File: src/rtl/sbox_pe_sequencer.sv
// Sequencer for a dual-rail BDD pass-transistor PRESENT S-box: precharge, evaluate, capture.
// Checks the precharge state and the dual-rail outputs of every result and flags failures.
module sbox_pe_sequencer #(
    parameter int unsigned PRE_CYCLES  = 2,
    parameter int unsigned EVAL_CYCLES = 3
) (
    input  logic       clk,
    input  logic       rst_n,
    input  logic       in_valid,
    output logic       in_ready,
    input  logic [3:0] in_data,
    output logic [3:0] select,
    output logic [3:0] select_bar,
    output logic       pre,
    output logic       rail0,
    output logic       rail1,
    input  logic [3:0] u_out,
    input  logic [3:0] c_out,
    output logic       out_valid,
    input  logic       out_ready,
    output logic [3:0] out_data,
    output logic       out_err,
    output logic [7:0] err_cnt
);

    localparam logic [1:0] StIdle = 2'd0;
    localparam logic [1:0] StPre  = 2'd1;
    localparam logic [1:0] StEval = 2'd2;
    localparam logic [1:0] StDone = 2'd3;

    localparam int unsigned MaxCycles = (PRE_CYCLES > EVAL_CYCLES) ? PRE_CYCLES : EVAL_CYCLES;
    localparam int unsigned CntW      = (MaxCycles > 1) ? $clog2(MaxCycles) : 1;

    logic [1:0]      state_q, state_d;
    logic [CntW-1:0] cnt_q, cnt_d;
    logic [3:0]      nib_q, nib_d;
    logic            pre_err_q, pre_err_d;
    logic            in_ready_q, in_ready_d;
    logic [3:0]      select_q, select_d;
    logic [3:0]      select_bar_q, select_bar_d;
    logic            pre_q, pre_d;
    logic            rail0_q, rail0_d;
    logic            rail1_q, rail1_d;
    logic            out_valid_q, out_valid_d;
    logic [3:0]      out_data_q, out_data_d;
    logic            out_err_q, out_err_d;
    logic [7:0]      err_cnt_q, err_cnt_d;
    logic            rail_err;

    // A rail pair with equal values means the dual-rail network did not resolve.
    assign rail_err = |(~(u_out ^ c_out));

    always_comb begin
        state_d      = state_q;
        cnt_d        = cnt_q;
        nib_d        = nib_q;
        pre_err_d    = pre_err_q;
        in_ready_d   = in_ready_q;
        select_d     = select_q;
        select_bar_d = select_bar_q;
        pre_d        = pre_q;
        rail0_d      = 1'b0;
        rail1_d      = rail1_q;
        out_valid_d  = out_valid_q;
        out_data_d   = out_data_q;
        out_err_d    = out_err_q;
        err_cnt_d    = err_cnt_q;

        case (state_q)
            StIdle: begin
                if (in_valid && in_ready_q) begin
                    state_d    = StPre;
                    nib_d      = in_data;
                    cnt_d      = CntW'(PRE_CYCLES - 1);
                    in_ready_d = 1'b0;
                end else begin
                    in_ready_d = 1'b1;
                end
            end
            StPre: begin
                if (cnt_q == '0) begin
                    pre_err_d    = (|u_out) | (|c_out);
                    state_d      = StEval;
                    cnt_d        = CntW'(EVAL_CYCLES - 1);
                    pre_d        = 1'b1;
                    select_d     = nib_q;
                    select_bar_d = ~nib_q;
                    rail1_d      = 1'b1;
                end else begin
                    cnt_d = cnt_q - CntW'(1);
                end
            end
            StEval: begin
                if (cnt_q == '0) begin
                    out_data_d   = u_out;
                    out_err_d    = rail_err | pre_err_q;
                    if ((rail_err | pre_err_q) && (err_cnt_q != 8'hFF)) begin
                        err_cnt_d = err_cnt_q + 8'd1;
                    end
                    out_valid_d  = 1'b1;
                    state_d      = StDone;
                    pre_d        = 1'b0;
                    select_d     = 4'h0;
                    select_bar_d = 4'h0;
                    rail1_d      = 1'b0;
                end else begin
                    cnt_d = cnt_q - CntW'(1);
                end
            end
            default: begin
                if (out_ready) begin
                    out_valid_d = 1'b0;
                    state_d     = StIdle;
                    in_ready_d  = 1'b1;
                end
            end
        endcase
    end

    always_ff @(posedge clk or negedge rst_n) begin
        if (!rst_n) begin
            state_q      <= StIdle;
            cnt_q        <= '0;
            nib_q        <= 4'h0;
            pre_err_q    <= 1'b0;
            in_ready_q   <= 1'b0;
            select_q     <= 4'h0;
            select_bar_q <= 4'h0;
            pre_q        <= 1'b0;
            rail0_q      <= 1'b0;
            rail1_q      <= 1'b0;
            out_valid_q  <= 1'b0;
            out_data_q   <= 4'h0;
            out_err_q    <= 1'b0;
            err_cnt_q    <= 8'h00;
        end else begin
            state_q      <= state_d;
            cnt_q        <= cnt_d;
            nib_q        <= nib_d;
            pre_err_q    <= pre_err_d;
            in_ready_q   <= in_ready_d;
            select_q     <= select_d;
            select_bar_q <= select_bar_d;
            pre_q        <= pre_d;
            rail0_q      <= rail0_d;
            rail1_q      <= rail1_d;
            out_valid_q  <= out_valid_d;
            out_data_q   <= out_data_d;
            out_err_q    <= out_err_d;
            err_cnt_q    <= err_cnt_d;
        end
    end

    assign in_ready   = in_ready_q;
    assign select     = select_q;
    assign select_bar = select_bar_q;
    assign pre        = pre_q;
    assign rail0      = rail0_q;
    assign rail1      = rail1_q;
    assign out_valid  = out_valid_q;
    assign out_data   = out_data_q;
    assign out_err    = out_err_q;
    assign err_cnt    = err_cnt_q;

endmodule

File: config.mk
export PLATFORM = sky130hd
export DESIGN_NAME = sbox_pe_sequencer
export DESIGN_NICKNAME = d
export VERILOG_FILES = /design/src/rtl/sbox_pe_sequencer.sv
export SDC_FILE = /design/constraint.sdc
export NUM_CORES = 1
export LEC_CHECK = 0
export BUFFER_PORTS_ARGS = -buffer_cell sky130_fd_sc_hd__buf_4
export CORE_MARGIN = 3
export CORE_UTILIZATION = 52
export CTS_CLUSTER_SIZE = 25
export DETAILED_ROUTE_END_ITERATION = 16
export PLACE_DENSITY = 0.78
export SLEW_MARGIN = 5
export SYNTH_ARGS = -nofsm -noshare
export SYNTH_HDL_FRONTEND = slang
export SYNTH_SLANG_ARGS = --single-unit
File: constraint.sdc
create_clock -name clk -period 2.2 [get_ports clk]
set_clock_uncertainty 0.05 [all_clocks]
set_input_delay 0.22 -clock clk [delete_from_list [all_inputs] [get_ports clk]]
set_output_delay 0.22 -clock clk [all_outputs]
set_load 0.02 [all_outputs]
==> results of run 1 <==
## cells in the final DEF (no fill, tap or decap), types with 3 or more instances in the layout
cell	netlist	layout
a21oi_1	8	8
nor2_1	13	13
ha_1	7	7
mux2_2	9	9
nor2_2	3	3
o22ai_1	8	8
xnor2_1	7	7
nand3_1	5	5
buf_4	2	41
dfrtp_1	33	33
nand2_1	8	8
xor2_2	3	3
clkbuf_4	0	5
inv_1	16	16
nand4_4	3	3
o21ai_0	3	3
a22oi_1	4	4
## report_power, final
group / switching, µW / total [µW] / internal, µW
sequential: 222 / 1080 / 859
combinational: 864 / 1550 / 685
clock: 196 / 467 / 271
## path summary, 6_finish.rpt
kind,depth (start not counted),to,start
worst max-delay path,5,select[1],cnt_q[0]
worst min-delay path,2,nib_q[3],in_data[3]
worst max register to register,5,select[1],cnt_q[0]
worst min register to register,1,err_cnt[5],err_cnt[5]
max in group asynchronous,2,err_cnt[7],rst_n
min in group asynchronous,2,pre_err_q,rst_n
## timing repair
action / 4_1_cts / 5_1_grt
hold endpoints to repair: 33 / 0
resized for setup: 0 / 0
endpoints found under the setup margin: 0 / 0
hold buffers: 1 / 0
## Yosys cell counts
master	count	area (µm²)
dfrtp_1	33	826
inv_1	16	60.1
nor2_1	13	48.8
mux2_2	9	101
a21oi_1	8	40.0
nand2_1	8	30.0
o22ai_1	8	50.1
ha_1	7	87.6
xnor2_1	7	61.3
nand3_1	5	25.0
a22oi_1	4	30.0
buf_2	3	15.0
nand4_4	3	63.8
nor2_2	3	18.8
o21ai_0	3	15.0
xor2_2	3	48.8
a221o_1	2	20.0
buf_4	2	15.0
nand4_1	2	12.5
nor4_1	2	12.5
a211oi_1	1	7.51
a31oi_1	1	6.26
and2_0	1	6.26
and3_1	1	6.26
buf_1	1	3.75
clkbuf_1	1	3.75
conb_1	1	3.75
mux2_4	1	15.0
mux2i_1	1	10.0
nand2_2	1	6.26
nand3b_1	1	7.51
nand4b_1	1	8.76
nor3_1	1	5.00
o21a_1	1	7.51
o21ai_1	1	5.00
o22a_1	1	8.76
o41ai_2	1	16.3
## final cells by class
class                           instances  area [µm²]
Inverter                               16        60.1
Clock buffer                            7        55.1
Tap cell                               44        55.1
Timing Repair Buffer                   42         318
Multi-Input combinational cell        102         786
Fill cell                             251         973
Sequential cell                        33         826
Clock inverter                          1        30.0
## critical path, delay by kind of cell (launching register included)
family	cells	cell delay, ps
AO/OA/AOI/OAI	2	330
adder cells (fa/ha/maj)	1	600
buffers and inverters	1	100
flip-flops	1	390
AND/OR/NAND/NOR	1	420
## through the flow
stage	setup WS, ps	total power [µW]	util, %	hold WS (ps)	area [µm²]
after global routing	42.1	3320	68.6	51.4	2130
after CTS	235	3110	68.6	54.9	2130
final	225	3100	68.6	62.0	2130
after floorplan	634	2110	-	-126	1710
after global placement	367	2560	65.6	127	2030
after detailed placement	291	2640	65.6	134	2030
## logic make-up after synthesis
group / Yosys count
xor gates and xnor gates: 10
buffers and inverters: 23
AOI/OAI and AO/OA: 31
muxes: 11
adders and majority gates: 7
DFF: 33
other: 1
and+or+nand+nor: 42
## layer usage
layer | up-vias | share of wire (%)
met4 | 0 | 2.4
met2 | 42 | 52
met5 | - | 0
met1 | 648 | 39
met3 | 9 | 6.4
li1 | 629 | -
## registers in the layout (all words and copies together) (netlist names)
register and flops:
cnt_q 2, err_cnt 8, in_ready 1, nib_q 4, out_data 4, out_err 1, out_valid 1, pre_err_q 1
rail1 1, select 4, select_bar 4, state_q 2
==> results.json, run 1 <==
{
  "route.vias.total": 1328,
  "cts_sinks": 33,
  "globalRouteMet3Util_pct": 6.95,
  "cp.required_ps": 2390,
  "critPathLaunchType": "flip-flop",
  "drive_gt1_share_pct": 34.3,
  "grt_max_degree": 34,
  "design.die.area_mm2": 0.00401,
  "die_x_um": 63.3,
  "cts_tree": "built",
  "first_pass_iters": 4,
  "numPortBuffers": 40,
  "finalMaxSlewViolations": 0,
  "globalRouteOverflowTotal": 0,
  "wl_um": 3570,
  "row_count": 20,
  "syn-cell-area_mm2": 0.00171,
  "grt_util_all_layers_pct": 20.0,
  "ff2ff_setup_slack_ps": 230,
  "period_share_pct": 89.8,
  "synth_compound_area_share_pct": 12.1,
  "final_nets": 223,
  "placed_cells": 236,
  "use_met2_pct": 33.8,
  "finalHoldViolations": 0,
  "grt_pass1_wl_um": 6340,
  "max_stage_delay_ps": 600,
  "die_y_um": 63.3,
  "ir_drop_mv": 0.902,
  "grt_pass1_vias": 1433,
  "status": "finished, final reports clean",
  "gp_congestion": 0.860,
  "busiest_layer": "met2",
  "cts_made_buffers": 5,
  "fmax_mhz": 506,
  "power_leakage_uw": 0.000994,
  "rsz0062_at_grt": "false",
  "cts.clk_slew.worst_paths_ps": 100,
  "powerDensity_mw_per_mm2": 1450,
  "synthCells": 158,
  "post_cts_buffers": 0,
  "yosys.area_share.xor_xnor_pct": 6.44,
  "ys_seq_area_share_pct": 48.3,
  "htree_levels": 2,
  "io_pins": 42,
  "drt_iter0_drc": 44,
  "path_cells": "inv_1, ha_1, and2_0, a22oi_1, o22ai_1",
  "core_area_mm2": 0.00310,
  "worst_slew_pin_slew_ps": 679,
  "max_cap_viol_count": 0,
  "hold_path_class": "in -> reg",
  "initial_utilization_pct": 55.1,
  "setup_viol": 0,
  "syn-num-nets": 181,
  "synth-seq-cells": 33,
  "drtAntennaViolNets": 0,
  "slowest_stage": "ha_1",
  "routedWlPerCell_um": 14.6,
  "synthToLayoutAreaGrowth_pct": 24.6,
  "synth_cell_types": 37,
  "period_minus_slack_ps": 1970,
  "syn-mean-instance-area_um2": 10.8,
  "grt_antenna_before_repair": 0,
  "ys_warn_count": 0,
  "drc_errors": 0,
  "setup_tns_ps": 0,
  "clk_latency_ps": 330,
  "synth_simple_gate_area_share_pct": 14.7,
  "slew_headroom_pct": 54.7,
  "critPathArrivalTime_ps": 2160,
  "final_cells": 245,
  "critical_path_class": "reg -> reg",
  "vias_per_cell": 5.42,
  "cp-end-kind": "flip-flop",
  "synth_top_family_by_area": "simple AND/OR/NAND/NOR gates",
  "synthMuxAreaShare_pct": 7.39,
  "use_met1_pct": 22.4,
  "synth_fa_ha_area_share_pct": 5.12,
  "num_antenna_cells": 0,
  "post-dp-hpwl_um": 2690,
  "cts_root_buf": "clkbuf_4",
  "cts_buffer_depth": 2,
  "path_max_fanout": 17
}
Power figures use the tool's default switching activity.
==> run 2, diff against run 1 <==
Settings changed: PLACE_DENSITY 0.78 to 0.86.
==> run 2 against run 1 <==
Worst setup slack better by 120 ps. Fmax up 6.4%. Sequential cell count is the same. Worst hold slack improved by 2.0 ps. Non-clock buffer count rose by 1. Critical path depth rose by 1.
==> results.json, run 2 (same netlist as run 1, synthesis figures left out) <==
{
  "cts.clk_slew.worst_paths_ps": 100,
  "power_leakage_uw": 0.000985,
  "htree_levels": 2,
  "die_y_um": 63.3,
  "gp_congestion": 0.890,
  "regArea_um2": 826,
  "drt_iter0_drc": 46,
  "grt_pass1_wl_um": 6400,
  "max_cap_viol_count": 0,
  "layout_common_cells": "buf_4 (42), dfrtp_1 (33), inv_1 (16)",
  "wl_um": 3580,
  "cp-endpoint": "err_cnt[3]",
  "fmax_mhz": 539,
  "die_x_um": 63.3,
  "cts_buffer_depth": 2,
  "cts_sinks": 33,
  "grt_pass1_vias": 1416,
  "slowest_stage": "ha_1",
  "critPathLaunchType": "flip-flop",
  "hold_depth": 2,
  "final_nets": 224,
  "setup_tns_ps": 0,
  "timing.rr.start": "state_q[0]",
  "cts_root_buf": "clkbuf_4",
  "finalWorstSetupSlack_ps": 344,
  "placed_cells": 237,
  "core_area_mm2": 0.00310,
  "cp.required_ps": 2370,
  "cts-resized-gates": 0,
  "numPortBuffers": 40,
  "grt_antenna_before_repair": 0,
  "vias_per_cell": 5.42,
  "finalMaxSlewViolations": 0,
  "ff2ff_setup_slack_ps": 340,
  "num_antenna_cells": 0,
  "max_stage_delay_ps": 430,
  "critPathBufInv": 1,
  "fillers": 253,
  "grt_max_degree": 34,
  "critPathArrivalTime_ps": 2030,
  "path_cells": "inv_1, ha_1, nand2_2, nor2_1, nand3_1, xnor2_1",
  "hold_buffers": 1,
  "critPathTopFamily": "simple AND/OR/NAND/NOR gates",
  "row_count": 20,
  "ir_drop_mv": 0.735,
  "critical_path_class": "reg -> reg",
  "rsz0062_at_grt": "false",
  "path_max_fanout": 10,
  "drc_errors": 0,
  "design.die.area_mm2": 0.00401,
  "fin_util_pct": 67.9,
  "post_cts_buffers": 0,
  "post-dp-hpwl_um": 2790,
  "grt_util_all_layers_pct": 20.0,
  "period_share_pct": 84.4,
  "clk_latency_ps": 330,
  "final_common_cell": "buf_4",
  "dp_slack_ps": 349,
  "final_cells": 246,
  "drtAntennaViolNets": 0,
  "period_minus_slack_ps": 1860,
  "powerDensity_mw_per_mm2": 1410,
  "route.vias.total": 1334,
  "worst-path-stages": 6,
  "multi_input_area_um2": 786,
  "largest_register_ffs": 8,
  "synthToLayoutAreaGrowth_pct": 23.3,
  "hold_ws_ps": 63.9,
  "hold_path_class": "in -> reg",
  "setup_viol": 0,
  "io_pins": 42,
  "globalRouteOverflowTotal": 0,
  "finalHoldViolations": 0,
  "status": "finished, final reports clean",
  "routedWlPerCell_um": 14.5,
  "first_pass_iters": 5,
  "drive_gt1_share_pct": 35.1,
  "cts_tree": "built",
  "crit_start": "state_q[0]",
  "initial_utilization_pct": 55.1,
  "cts_made_buffers": 5,
  "worst_r2r_path_depth": 6,
  "cp-end-kind": "flip-flop",
  "regToRegEndpoint": "err_cnt[3]"
}
-- run 2: cell count changes in the layout (fill, tap and decap cells not counted) --
| cell | before | now |
|---|---|---|
| clkinv_2 | 0 | 2 |
| buf_4 | 41 | 42 |
| bufinv_16 | 1 | 0 |
| clkbuf_1 | 1 | 0 |
| clkbuf_8 | 1 | 0 |
| clkinvlp_4 | 0 | 1 |
-- run 2: worst min-delay path by stage --
stage | start | to | slack, ps
finish | in_data[1] | nib_q[1] | 60
global route | in_data[3] | nib_q[3] | 70
CTS | in_data[1] | nib_q[1] | 60
detailed placement | rst_n | nib_q[1] | 140
global placement | rst_n | nib_q[1] | 120
floorplan | rst_n | cnt_q[0] | -130
-- run 2: area by class of cell --
cell class                      instances  share of cell area, %
Sequential cell                        33                   39.2
Multi-Input combinational cell        102                   37.3
Timing Repair Buffer                   43                   15.4
Inverter                               16                   2.85
Tap cell                               44                   2.61
Clock buffer                            5                   1.78
Clock inverter                          3                  0.831
-- run 2: worst reg2reg max path, stage by stage (launching register included) --
cell     delay [ps]
dfrtp_1         420
inv_1           100
ha_1            430
nand2_2         230
nor2_1          240
nand3_1         140
xnor2_1         150
-- run 2: per-layer routing --
| metal | up-vias | share of wire, % | GRT usage [%] |
|---|---|---|---|
| met4 | 0 | 1.3 | 6.47 |
| met1 | 644 | 42 | 25.9 |
| met5 | - | 0 | 0 |
| met2 | 52 | 50 | 33.2 |
| li1 | 631 | - | - |
| met3 | 7 | 6.3 | 4.46 |
-- run 2: metrics by stage --
step	cell area (µm²)	total power, µW
floorplan	1710	2110
global placement	2040	2570
detailed placement	2040	2670
CTS	2110	3000
global route	2110	3200
finish	2110	2980
-- run 2: where the power goes --
part	leakage [µW]	internal, µW	total (µW)	switching (µW)
clock	0.0000310	120	323	203
sequential	0.000381	858	1080	226
combinational	0.000573	702	1570	869
total	0.000985	1680	2980	1300
==> run 3, diff against run 2 <==
Settings changed: CORE_UTILIZATION 52 to 47, PLACE_DENSITY 0.86 to 0.82.
Clock period 2.2 ns to 1.5 ns, I/O delays scaled along.
==> run 3 against run 2 <==
The run now ends with setup timing left. Sequential power rose by 48%. Via count up 5.7%. Sequential cell count stayed put. Clock power up 67%. First-iteration DRC count increased by 110%. Worst setup slack worse by 390 ps. Critical path type unchanged. Largest cell class is now multi-input gates. Largest power group unchanged.
==> results.json, run 3 (same netlist as run 1, synthesis figures left out) <==
{
  "status": "finished, violations left",
  "violations": "setup timing",
  "cts.clk_slew.worst_paths_ps": 110,
  "post-dp-hpwl_um": 2710,
  "routedWlPerCell_um": 15.3,
  "setup_viol": 2,
  "grt_antenna_before_repair": 0,
  "synthToLayoutAreaGrowth_pct": 41.4,
  "clockPowerShare_pct": 10.5,
  "grt_max_degree": 34,
  "critical_path_class": "reg -> reg",
  "critPathLaunchType": "flip-flop",
  "clk_latency_ps": 350,
  "period_minus_slack_ps": 1540,
  "drtAntennaViolNets": 0,
  "cp.required_ps": 1680,
  "core_area_mm2": 0.00342,
  "io_pins": 42,
  "fmax_mhz": 648,
  "cts_buffer_depth": 2,
  "p_sw_uw": 2170,
  "period_share_pct": 103,
  "final_nets": 245,
  "wl_um": 4100,
  "cp-end-kind": "flip-flop",
  "layout_common_cells": "buf_4 (57), dfrtp_1 (29), inv_1 (13)",
  "finalWorstSetupSlack_ps": -43.4,
  "path_max_fanout": 6,
  "critPathArrivalTime_ps": 1730,
  "num_antenna_cells": 0,
  "cts_tree": "built",
  "numPortBuffers": 40,
  "finalHoldViolations": 0,
  "vias_per_cell": 5.24,
  "cts_sinks": 33,
  "hold_ws_ps": 4.81,
  "worst_r2r_path_depth": 7,
  "final_cells": 269,
  "final_common_cell": "buf_4",
  "htree_levels": 2,
  "placed_cells": 254,
  "grt_pass1_vias": 1354,
  "first_pass_iters": 4,
  "largest_register_ffs": 8,
  "cts_made_buffers": 5,
  "p_seq_share_pct": 31.3,
  "p_sw_share_pct": 42.3,
  "drive_gt1_share_pct": 48.0,
  "design.die.area_mm2": 0.00440,
  "gp_congestion": 0.846,
  "max_cap_viol_count": 0,
  "cts_root_buf": "clkbuf_4",
  "drt_iter0_drc": 98,
  "row_count": 21,
  "combPwrFrac_pct": 58.2,
  "initial_utilization_pct": 50.0,
  "die_y_um": 66.3,
  "die_x_um": 66.3,
  "ir_drop_mv": 1.15,
  "power_leakage_uw": 0.00109,
  "powerDensity_mw_per_mm2": 2120,
  "p_int_uw": 2950,
  "finalMaxSlewViolations": 0,
  "grt_util_all_layers_pct": 19.2,
  "hold_depth": 2,
  "route.vias.total": 1410,
  "rsz0062_at_grt": "true",
  "grt_pass1_wl_um": 6330,
  "globalRouteOverflowTotal": 0,
  "hold_path_class": "in -> reg",
  "drc_errors": 0
}
==> run 3: cell types whose count changed in the layout (fill, tap and decap cells not counted), sizes merged <==
cell,before,now
clkinv,2,0
clkinvlp,1,0
dlygate4sd3,1,5
buf,42,59
clkbuf,5,8
==> run 3: final cells by class <==
type | instances | area [µm²]
Inverter | 16 | 62.6
Fill cell | 232 | 1000
Timing Repair Buffer | 64 | 500
Clock buffer | 8 | 58.8
Tap cell | 46 | 57.6
Multi-Input combinational cell | 102 | 906
Sequential cell | 33 | 831
==> run 3: stage by stage <==
| step | worst slack [ps] | power (µW) | TNS (ps) | utilization [%] | instance area [µm²] |
|---|---|---|---|---|---|
| floorplan | -25.5 | 3130 | -39.7 | - | 1720 |
| global placement | -39.1 | 4070 | -188 | 63.3 | 2160 |
| detailed placement | -63.1 | 4140 | -713 | 63.3 | 2160 |
| CTS | -4.22 | 4810 | -4.22 | 67.6 | 2310 |
| global route | -90.4 | 5450 | -491 | 70.7 | 2420 |
| finish | -43.4 | 5120 | -65.6 | 70.7 | 2420 |
==> run 3: metal layers <==
layer  track usage (%)  part of all wire, %  up-vias
met1              25.4                   44      694
met2              29.5                   50       39
met4              8.38                  1.1        0
met3              4.93                  4.7        5
met5                 0                    0        -
li1                  -                    -      672
==> run 3: timing repair <==
action | 4_1_cts | 5_1_grt
setup buffers | 0 | 2
resized for setup | 9 | 21
endpoints found under the setup margin | 25 | 22
hold buffers | 5 | 0
pin swaps | 2 | 5
hold endpoints to repair | 37 | 0
==> run 3: worst max-delay path, cell delays in order, from the launching register on <==
cell     delay [ps]
dfrtp_2         440
inv_4            60
ha_4            200
nor2_4          140
nor2_1           60
a221o_1         310
nand2_1         100
o21ai_1          70
==> run 3: power groups by stage <==
stage | sequential (µW) | combinational [µW] | clock (µW)
finish | 1600 | 2980 | 539
global route | 1650 | 3200 | 594
CTS | 1560 | 2710 | 538
detailed placement | 1570 | 2570 | 0
global placement | 1550 | 2520 | 0
floorplan | 1840 | 1290 | 0
==> run 3: final timing paths <==
path	startpoint	end	slack, ps
worst max register to register	state_q[0]	state_q[0]	-40
worst max-delay path	state_q[0]	state_q[0]	-40
worst min register to register	err_cnt[4]	err_cnt[4]	470
worst min-delay path	u_out[1]	out_data[1]	5
min in group asynchronous	rst_n	err_cnt[3]	220
max in group asynchronous	rst_n	state_q[0]	850
